--- src/rtl/mul_arb.sv ---
// Two-port arbiter in front of one shared 64-bit multiplier, with at most one request in flight.
// Define MUL_ARB_RR_EN for round-robin arbitration; otherwise port 0 always wins a conflict.
module mul_arb (
  input  logic        clk,
  input  logic        rst,
  input  logic [63:0] p0_operand1,
  input  logic [63:0] p0_operand2,
  input  logic [2:0]  p0_mul_op,
  input  logic        p0_req_valid,
  output logic        p0_req_ready,
  output logic [63:0] p0_resp_result,
  output logic        p0_resp_valid,
  input  logic        p0_resp_ready,
  input  logic [63:0] p1_operand1,
  input  logic [63:0] p1_operand2,
  input  logic [2:0]  p1_mul_op,
  input  logic        p1_req_valid,
  output logic        p1_req_ready,
  output logic [63:0] p1_resp_result,
  output logic        p1_resp_valid,
  input  logic        p1_resp_ready,
  output logic [63:0] m_operand1,
  output logic [63:0] m_operand2,
  output logic [2:0]  m_mul_op,
  output logic        m_req_valid,
  input  logic        m_req_ready,
  input  logic [63:0] m_resp_result,
  input  logic        m_resp_valid,
  output logic        m_resp_ready
);

  logic r_busy;
  logic r_owner;
  logic w_prio;
  logic w_sel;
  logic w_any;
  logic w_owner_rdy;
  logic w_resp_hs;
  logic w_window;
  logic w_issue;

`ifdef MUL_ARB_RR_EN
  logic r_prio;
  assign w_prio = r_prio;
`else
  assign w_prio = 1'b0;
`endif

  // Selection defaults to port 0 so the multiplier operands are stable when idle.
  always_comb begin
    w_sel = 1'b0;
    if (p0_req_valid && p1_req_valid)
      w_sel = w_prio;
    else if (p1_req_valid)
      w_sel = 1'b1;
  end

  assign w_any       = p0_req_valid | p1_req_valid;
  assign w_owner_rdy = r_owner ? p1_resp_ready : p0_resp_ready;

  // Outputs are forced quiet while rst is high so nothing handshakes in the reset cycle.
  assign m_resp_ready = !rst && r_busy && w_owner_rdy;
  assign w_resp_hs    = m_resp_valid && m_resp_ready;
  assign w_window     = !r_busy || w_resp_hs;
  assign m_req_valid  = !rst && w_window && w_any;
  assign w_issue      = m_req_valid && m_req_ready;

  assign m_operand1 = w_sel ? p1_operand1 : p0_operand1;
  assign m_operand2 = w_sel ? p1_operand2 : p0_operand2;
  assign m_mul_op   = w_sel ? p1_mul_op   : p0_mul_op;

  assign p0_req_ready = w_issue && !w_sel;
  assign p1_req_ready = w_issue &&  w_sel;

  assign p0_resp_valid  = !rst && r_busy && m_resp_valid && !r_owner;
  assign p1_resp_valid  = !rst && r_busy && m_resp_valid &&  r_owner;
  assign p0_resp_result = m_resp_result;
  assign p1_resp_result = m_resp_result;

  // A same-cycle issue keeps busy set and retargets the owner to the new request.
  always_ff @(posedge clk) begin
    if (rst) begin
      r_busy  <= 1'b0;
      r_owner <= 1'b0;
    end else if (w_issue) begin
      r_busy  <= 1'b1;
      r_owner <= w_sel;
    end else if (w_resp_hs) begin
      r_busy  <= 1'b0;
    end
  end

`ifdef MUL_ARB_RR_EN
  always_ff @(posedge clk) begin
    if (rst)
      r_prio <= 1'b0;
    else if (w_issue)
      r_prio <= ~w_sel;
  end
`endif

endmodule
--- config.mk ---
export PLATFORM = sky130hd
export DESIGN_NAME = mul_arb
export DESIGN_NICKNAME = d
export VERILOG_FILES = /design/src/rtl/mul_arb.sv
export SDC_FILE = /design/constraint.sdc
export NUM_CORES = 1
export LEC_CHECK = 0
export BUFFER_PORTS_ARGS = -buffer_cell sky130_fd_sc_hd__buf_4
export CAP_MARGIN = 20
export CORE_AREA = 2 2 235 237
export DETAILED_ROUTE_END_ITERATION = 6
export DIE_AREA = 0 0 237 239
export MAX_ROUTING_LAYER = met4
export SKIP_LAST_GASP = 1
export SYNTH_ARGS = -nofsm -noshare
export SYNTH_HDL_FRONTEND = slang
export SYNTH_SLANG_ARGS = --single-unit
export TNS_END_PERCENT = 10
--- constraint.sdc ---
create_clock -name clk -period 2.8 [get_ports clk]
set_input_delay 0.28 -clock clk [delete_from_list [all_inputs] [get_ports clk]]
set_output_delay 0.28 -clock clk [all_outputs]
set_load 0.1 [all_outputs]
==> run metrics, run 1 <==
DP Worst Slack=0.730 ns; Setup Skew=0.00511 ns; Final ANT Viol Nets=0; Finished Layout Cells=1279; cells resized by post-CTS repair=0; Fin. Hold Viols=0; critical path cell sequence=buf_4 -> nor2b_4 -> buf_12 -> buf_12 -> mux2_4 -> buf_4; EDFF count, synth=0; Netlist cell types=24; clk buf depth=2; register bit total from synthesis=2; GRT busiest layer=met2; largest net degree at the start of global routing=51; top post-synthesis cells by area=mux2_4, buf_4, mux2_2; kind of critical path=input port to output pin; post-synth top area share=37.6%; LEAKAGE=2.89 nW; First-pass DRT Iterations=4; Max Cap Viol=0; Final HPWL DP=14.6 mm; Worst EP arrival=1.78 ns; Root Driver=clkbuf_16; highest ir drop seen on vdd=0.000144 V; Crit path required time=2.52 ns; CP peak stage delay=0.37 ns; final wirelength=16.0 mm; final period utilization=73.7%; post-synthesis sequential area ratio=1.27%; Synth Warn #=0; Mapped Cells=299; Hold Crit Class=input port to register; pwr/cell area=370 nW/um2; post-CTS setup buffer count=0; layout cells sized above 1=96.3%; setup TNS=0 ns; GRT overflow=0; die width=237 um; Rel. slew slack=61.1%; IO Pins=599; clk sinks=2; CTS tree=done; met3 Usage GRT=3.00%; CORE AREA=54300 um2; Worst setup SP type=input port; Final WS setup=0.737 ns; GRT met2 Usage=9.47%; first-pass GRT wire length=20.4 mm; Via-to-Cell Ratio=2.62; ys flop type=dfxtp_1; Hold Buf Count CTS=0; Setup crit end kind=output pin; Routed wire per std cell=12.5 um; Max Slew Vio Count=0; Fmax achieved=485 MHz; Syn Nets=633; initial antenna violation count=8; final setup fails=0; CTS H-tree depth=1; critical-path maximum fanout=44; DRC=0; worst slew pin tran=0.584 ns; Initial Utilization=5.81%; Die ar.=56600 um2; DIE HEIGHT=239 um; Post-Syn Area=3160 um2; nets@finish=907; CTS clk-pin slew, worst paths=0.03 ns; Min Clock Period, post-route=2.06 ns; most instantiated library cell after synthesis=buf_4; IO Port Bufs=406; GR Util met1=3.85%; status=completed; synth cell count leaders=buf_4, mux2_4, mux2_2; Placed Cells=1272; slowest CP cell=mux2_4; Worst-Skew Late Latency=0.22 ns; initial drt markers=63; vias in the first global route=3454; area leader, netlist=mux2_4; Total GRT Usage=5.05%; Vias=3346; routability cong.=0.817; area grow syn2layout=92.0%; RSZ-0062 raised after global routing=no; total power=0.00224 W; Rows=86; Layout fillers=6245; Synth Area per Inst=10.6 um2; TritonCTS buffer count=3; async set-reset flop share out of synthesis=0%
[through the flow]
step | util, % | cell area, um2 | hold slack, ns
3_5_place_dp | 11.0 | 5980 | 0.540
5_1_grt | 11.2 | 6060 | 0.339
2_1_floorplan | - | 3160 | 0.391
6_report | 11.2 | 6060 | 0.316
3_3_place_gp | 11.0 | 5980 | 0.540
4_1_cts | 11.1 | 6050 | 0.317
[registers in the layout (all words and copies together) (netlist names)]
signal and count:
r_busy 1, r_owner 1
[cell usage in the layout, fill, tap and decap left out, drive strengths merged, types with 2 or more instances in the layout]
cell type  count
diode          4
dfxtp          2
nand2          2
mux2         132
buf          413
nor2           2
clkbuf         3
nor3b          3
[worst paths after layout]
kind	end	cells past startpoint	start	slack, ns
setup / recovery	m_operand1[61]	6	p1_req_valid	0.74
hold / removal	r_owner$_SDFFE_PP0P_	2	p0_req_valid	0.32
setup reg to reg	r_owner$_SDFFE_PP0P_	3	r_owner$_SDFFE_PP0P_	1.58
hold reg to reg	r_owner$_SDFFE_PP0P_	2	r_owner$_SDFFE_PP0P_	0.66
[logic make-up (layout without fill, tap and decap cells)]
kind of cell	count (synthesis)	in the layout	synth area share, %
multiplexers	133	133	56.8
other	0	4	0
buffers and inverters	145	417	37.9
AND/OR/NAND/NOR	13	13	2.66
AO/OA/AOI/OAI	6	6	1.35
flip-flops	2	2	1.27
[power breakdown]
group	internal (W)	leakage, nW	switching, W
registers	0.0000313	0.0166	0.00000276
logic	0.000629	2.84	0.00137
clock network	0.000182	0.0370	0.0000321
[per-layer routing]
metal	routed length (um)	share of wire, %	vias up
li1	-	-	1456
met1	4610	29	1401
met2	7990	50	463
met3	2750	17	26
met4	696	4.3	0
met5	0	0	-
[layout make-up]
class	instances	area (um2)	area share, %
tap	704	881	14.5
inverter	1	3.75	0.0619
timing repair buffer	413	3130	51.6
antenna	4	10.0	0.165
clock buffer	3	75.1	1.24
sequential	2	40.0	0.661
multi-input combinational	152	1930	31.8
[worst max-delay path, delay by kind of cell]
family	cells	cell delay (ns)
buf+inv	4	0.85
mux	1	0.37
simple gates	1	0.17
Power figures use the tool's default switching activity.
==> run 2, diff against run 1 <==
--- a/config.mk
+++ b/config.mk
@@ -7,9 +7,9 @@
 export LEC_CHECK = 0
 export BUFFER_PORTS_ARGS = -buffer_cell sky130_fd_sc_hd__buf_4
 export CAP_MARGIN = 20
-export CORE_AREA = 2 2 235 237
+export CORE_AREA = 2 2 230 232
 export DETAILED_ROUTE_END_ITERATION = 6
-export DIE_AREA = 0 0 237 239
+export DIE_AREA = 0 0 232 234
 export MAX_ROUTING_LAYER = met4
 export SKIP_LAST_GASP = 1
 export SYNTH_ARGS = -nofsm -noshare
==> constraint.sdc (replaced) <==
create_clock -name clk -period 1.8 [get_ports clk]
set_input_delay 0.18 -clock clk [delete_from_list [all_inputs] [get_ports clk]]
set_output_delay 0.18 -clock clk [all_outputs]
set_load 0.1 [all_outputs]
==> run metrics, run 2 (synthesis gave the netlist of run 1 again) <==
status=completed; CP bufs+invs=1 (-3); Min-Delay Endpoint=r_owner$_SDFFE_PP0P_; CORE AREA=52000 um2 (-4.3%); kind of critical path=register to output pin; Fin. Hold Viols=0 (unchanged); WHS=0.222 ns (-0.0943 ns); Stages on worst setup path=4 (-2); Vias=3220 (-3.8%); Min Clock Period, post-route=1.74 ns; slowest CP cell=dfxtp_1; Max Cap Viol=0 (unchanged); crit-path leading delay family=flip-flops; Final WS setup=0.0574 ns (-0.679 ns); Total GRT Usage=4.54% (-0.50 points); IO Pins=599 (unchanged); post-CTS setup buffer count=0 (unchanged); Final HPWL DP=12.8 mm (-13%); critical path cell sequence=mux2i_1 -> o21a_1 -> nor3b_2 -> buf_6; die width=232 um (-2.1%); clk sinks=2 (unchanged); hold path startpoint=p0_req_valid; initial antenna violation count=0 (-8); Hold Buf Count CTS=0 (unchanged); Rows=84 (-2.3%); Largest regs=r_busy: 1 flops, r_owner: 1 flops; vias in the first global route=3271 (-5.3%); CTS clk-pin slew, worst paths=0.03 ns (about the same); commonest non-fill, non-tap cell in the layout=buf_4; final setup fails=0 (unchanged); Via-to-Cell Ratio=2.55 (-2.4%); Rel. slew slack=74.9% (+14 points); Setup crit end kind=output pin; Hold Crit Class=input port to register; LEAKAGE=2.92 nW (+0.85%); routability cong.=0.836 (+2.2%); Setup Skew=0.00285 ns (-0.00226 ns); first-pass GRT wire length=18.1 mm (-12%); final wirelength=14.2 mm (-11%); final period utilization=96.8%; reg2reg path depth=3 (unchanged); most frequent cells in the layout=buf_4, mux2_4, mux2_2; CTS H-tree depth=1 (unchanged); initial drt markers=35 (-44%); RSZ-0062 raised after global routing=yes; layout cells sized above 1=97.0% (+0.71 points); Worst EP arrival=1.56 ns (-0.22 ns); Layout fillers=5920 (-5.2%); Reg2Reg Setup Slack=0.43 ns (-1.15 ns); DRC=0 (unchanged); R2R Path Start=r_owner$_SDFFE_PP0P_; largest net degree at the start of global routing=59 (+16%); pwr/cell area=571 nW/um2 (+54%); highest ir drop seen on vdd=0.000227 V (+57%); diode count=0 (-4); DIE HEIGHT=234 um (-2.1%); Worst-Skew Late Latency=0.22 ns (about the same); First-pass DRT Iterations=4 (unchanged); worst slew pin tran=0.376 ns (-0.208 ns); Fmax achieved=574 MHz; Sequential Area=40.0 um2 (unchanged); Initial Utilization=6.07% (+0.26 points); clk buf depth=2 (unchanged); Max Slew Vio Count=0 (unchanged); TritonCTS buffer count=3 (unchanged); area grow syn2layout=93.1%; Routed wire per std cell=11.3 um (-10%); Die ar.=54300 um2 (-4.2%); Final ANT Viol Nets=0 (unchanged); CTS tree=done; GRT overflow=0 (unchanged); Crit path required time=1.62 ns (-0.90 ns); DP Worst Slack=0.105 ns (-0.625 ns); Worst Hold Depth=2 (unchanged); nets@finish=909 (+0.22%); cells resized by post-CTS repair=0 (unchanged); Critical R2R Capture=r_owner$_SDFFE_PP0P_; area of the multi-input gates=1950 um2 (+1.5%); IO Port Bufs=406 (unchanged); critical-path maximum fanout=5 (-89%); Root Driver=clkbuf_16; Worst setup SP type=register; CP peak stage delay=0.45 ns (+0.08 ns)
==> run 2: changes by cell type in the layout (fill, tap and decap cells not counted), sizes merged <==
cell   before  now
diode       4    0
buf       413  415
==> run 2: how the worst max path moves through the flow <==
stage                          from             end
3_5_place_dp           p0_req_valid  m_operand2[41]
6_report       r_owner$_SDFFE_PP0P_    p0_req_ready
3_3_place_gp           p0_req_valid  m_operand2[19]
4_1_cts        r_owner$_SDFFE_PP0P_    p0_req_ready
2_1_floorplan  r_owner$_SDFFE_PP0P_    p0_req_ready
5_1_grt        r_owner$_SDFFE_PP0P_    p0_req_ready
==> run 2: final cells by class <==
cell class,instances,share of cell area (%)
sequential,2,0.657
multi-input combinational,152,32.1
tap,688,14.1
timing repair buffer,415,51.9
clock buffer,3,1.23
inverter,1,0.0616
==> run 2: stage by stage <==
stage / instances / setup TNS [ns] / utilization (%) / total power, W / cell area, um2
floorplan: 299 / -1.22 / - / 0.00368 / 3190
CTS: 1261 / 0 / 11.7 / 0.00350 / 6090
finish: 1261 / 0 / 11.7 / 0.00348 / 6090
detailed placement: 1258 / 0 / 11.6 / 0.00316 / 6010
global route: 1261 / -0.00418 / 11.7 / 0.00359 / 6090
global placement: 1258 / 0 / 11.6 / 0.00315 / 6010
==> run 2: report_power, final <==
group          switching (W)  total [W]  internal, W  leakage [nW]
Sequential        0.00000519  0.0000538    0.0000487        0.0166
Combinational        0.00211    0.00309     0.000987          2.86
Clock              0.0000489   0.000331     0.000282        0.0370
Total                0.00216    0.00348      0.00132          2.92
==> run 2: layer usage <==
| layer | track usage, % | routed length [um] |
|---|---|---|
| met5 | - | 0 |
| met2 | 8.24 | 7170 |
| met3 | 3.83 | 2980 |
| met1 | 3.65 | 4060 |
| met4 | 0.240 | 13 |
==> run 3, diff against run 2 <==
--- a/config.mk
+++ b/config.mk
@@ -5,11 +5,12 @@
 export SDC_FILE = /design/constraint.sdc
 export NUM_CORES = 1
 export LEC_CHECK = 0
+export ABC_AREA = 1
 export BUFFER_PORTS_ARGS = -buffer_cell sky130_fd_sc_hd__buf_4
 export CAP_MARGIN = 20
-export CORE_AREA = 2 2 230 232
+export CORE_AREA = 2 2 231 233
 export DETAILED_ROUTE_END_ITERATION = 6
-export DIE_AREA = 0 0 232 234
+export DIE_AREA = 0 0 233 235
 export MAX_ROUTING_LAYER = met4
 export SKIP_LAST_GASP = 1
 export SYNTH_ARGS = -nofsm -noshare
==> run metrics, run 3 <==
status=completed; Fin. Hold Viols=0 (unchanged); Max Slew Vio Count=0 (unchanged); crit path to=p1_req_ready; Die ar.=54800 um2 (+0.86%); nets@finish=1186 (+30%); post-CTS setup buffer count=0 (unchanged); Design Area, Final=5850 um2 (-4.1%); Syn Nets=916 (+45%); GRT overflow=0 (unchanged); First-pass DRT Iterations=4 (unchanged); initial drt markers=112 (+220%); Routed wire per std cell=11.4 um (+1.3%); kind of critical path=register to output pin; Stages on worst setup path=7 (+3); ys flop type=dfxtp_1; synth cell count leaders=nand2_1, buf_4, buf_2; CTS H-tree depth=1 (unchanged); pwr/cell area=596 nW/um2 (+4.5%); register bit total from synthesis=2 (unchanged); worst slew pin tran=0.367 ns (-0.00940 ns); CP peak stage delay=0.31 ns (-0.14 ns); Fmax achieved=614 MHz (+7.1%); Worst-Skew Late Latency=0.22 ns (about the same); area after detailed placement=5760 um2 (-4.2%); Vias=4246 (+32%); Worst EP arrival=1.45 ns (-0.11 ns); Setup Skew=0.000480 ns (-0.00237 ns); Hold Crit Class=input port to register; Root Driver=clkbuf_16; Final HPWL DP=15.7 mm (+22%); CP bufs+invs=2 (+1); Mapped Cells=582 (+95%); Synth Area per Inst=4.72 um2 (-55%); total power=0.00349 W (+0.19%); vias in the first global route=4274 (+31%); largest net degree at the start of global routing=75 (+27%); commonest non-fill, non-tap cell in the layout=buf_4; Setup crit end kind=output pin; Via-to-Cell Ratio=2.76 (+8.0%); post-synth top area share=55.1% (+18 points); first-pass GRT wire length=24.1 mm (+34%); critical-path maximum fanout=4 (-1); Post-Syn Area=2750 um2 (-13%); LEAKAGE=3.34 nW (+15%); reg2reg path depth=8 (+5); EDFF count, synth=0 (unchanged); Rel. slew slack=75.6% (+0.63 points); die width=233 um (+0.43%); Worst setup SP type=register; slowest CP cell=dfxtp_1; Initial Utilization=5.26% (-0.81 points); Finished Layout Cells=1540 (+22%); Final ANT Viol Nets=0 (unchanged); Netlist cell types=12 (-50%); DIE HEIGHT=235 um (+0.43%); CTS tree=done; Reg2Reg Setup Slack=0.65 ns (+0.22 ns); final period utilization=90.4% (-6.4 points); post-layout util=11.2% (-0.52 points); routability cong.=0.834 (-0.19%); area grow syn2layout=113%; final wirelength=17.6 mm (+24%); Min Clock Period, post-route=1.63 ns (-0.115 ns); Total GRT Usage=6.15% (+1.6 points); Crit path required time=1.62 ns (about the same); post-synthesis sequential area ratio=1.46% (+0.19 points); Critical R2R Capture=r_owner$_SDFFE_PP0P_; IO Port Bufs=406 (unchanged); DRC=0 (unchanged); RSZ-0062 raised after global routing=no; crit-path leading delay family=simple AND/OR/NAND/NOR gates; final setup fails=0 (unchanged); top post-synthesis cells by area=nand2_1, buf_4, buf_2; Max Cap Viol=0 (unchanged); area leader, netlist=nand2_1; clk sinks=2 (unchanged); critical path cell sequence=inv_1 -> nor2_1 -> nand3_1 -> nand2_1 -> nand3_2 -> nor2_2 -> buf_12; async set-reset flop share out of synthesis=0% (unchanged); Rows=84 (unchanged); highest ir drop seen on vdd=0.000221 V (-2.6%); CORE AREA=52200 um2 (+0.40%); crit path launch=r_busy$_SDFFE_PP0P_; clk buf depth=2 (unchanged); most instantiated library cell after synthesis=nand2_1; R2R Path Start=r_busy$_SDFFE_PP0P_; TritonCTS buffer count=3 (unchanged); Synth Warn #=0 (unchanged); Worst Hold Depth=4 (+2); Hold Buf Count CTS=0 (unchanged); Largest regs=r_busy: 1 flops, r_owner: 1 flops; IO Pins=599 (unchanged); CTS clk-pin slew, worst paths=0.03 ns (about the same); Placed Cells=1535 (+22%); layout cells sized above 1=50.4% (-47 points); most frequent cells in the layout=buf_4, nand2_1, inv_1, nor2_1, buf_12; initial antenna violation count=2 (+2)
## run 3: final cells by class
class                      count  area (um2)
antenna                        2        5.00
clock buffer                   3        75.1
fill                        6182       46400
inverter                       8        32.5
multi-input combinational    416        1580
sequential                     2        40.0
tap                          688         861
timing repair buffer         421        3250
## run 3: worst min-delay path, stage by stage
cell	delay [ns]
buf_4	0.09
inv_1	0.06
nand2_1	0.06
inv_1	0.03
## run 3: metal layers
metal | global-route usage, % | vias up | wire (um)
met3 | 3.77 | 82 | 2800
met4 | 3.32 | 0 | 934
met2 | 10.9 | 338 | 8530
met1 | 4.82 | 1697 | 5330
met5 | - | - | 0
li1 | - | 2129 | -
## run 3: how the worst min path moves through the flow
stage	slack, ns	end	from
CTS	0.25	r_busy$_SDFFE_PP0P_	rst
finish	0.25	r_busy$_SDFFE_PP0P_	rst
floorplan	0.34	r_busy$_SDFFE_PP0P_	rst
global route	0.28	r_busy$_SDFFE_PP0P_	rst
global placement	0.36	p0_resp_result[20]	m_resp_result[20]
detailed placement	0.36	p0_resp_result[20]	m_resp_result[20]
## run 3: what timing repair did
action / CTS / global route
hold endpoints to repair: 0 / 0
setup endpoints to repair: 0 / 1
gates resized for setup: 0 / 1
## run 3: stage by stage
step	worst slack (ns)	TNS, ns	hold WS [ns]
after floorplan	-0.339	-0.694	0.345
after global placement	0.178	0	0.361
after detailed placement	0.186	0	0.361
after CTS	0.118	0	0.249
after global routing	0.0436	0	0.282
final	0.173	0	0.253
## run 3: logic make-up after synthesis
logic type	count (synthesis)	share of synthesized area (%)
and+or+nand+nor	416	57.4
buffers and inverters	164	41.1
DFF	2	1.46
## run 3: where the power goes
| part | internal (W) | leakage (nW) | switching (W) | total [W] |
|---|---|---|---|---|
| Clock | 0.000282 | 0.0370 | 0.0000500 | 0.000333 |
| Combinational | 0.000819 | 3.29 | 0.00229 | 0.00310 |
| Sequential | 0.0000478 | 0.0164 | 0.00000184 | 0.0000496 |
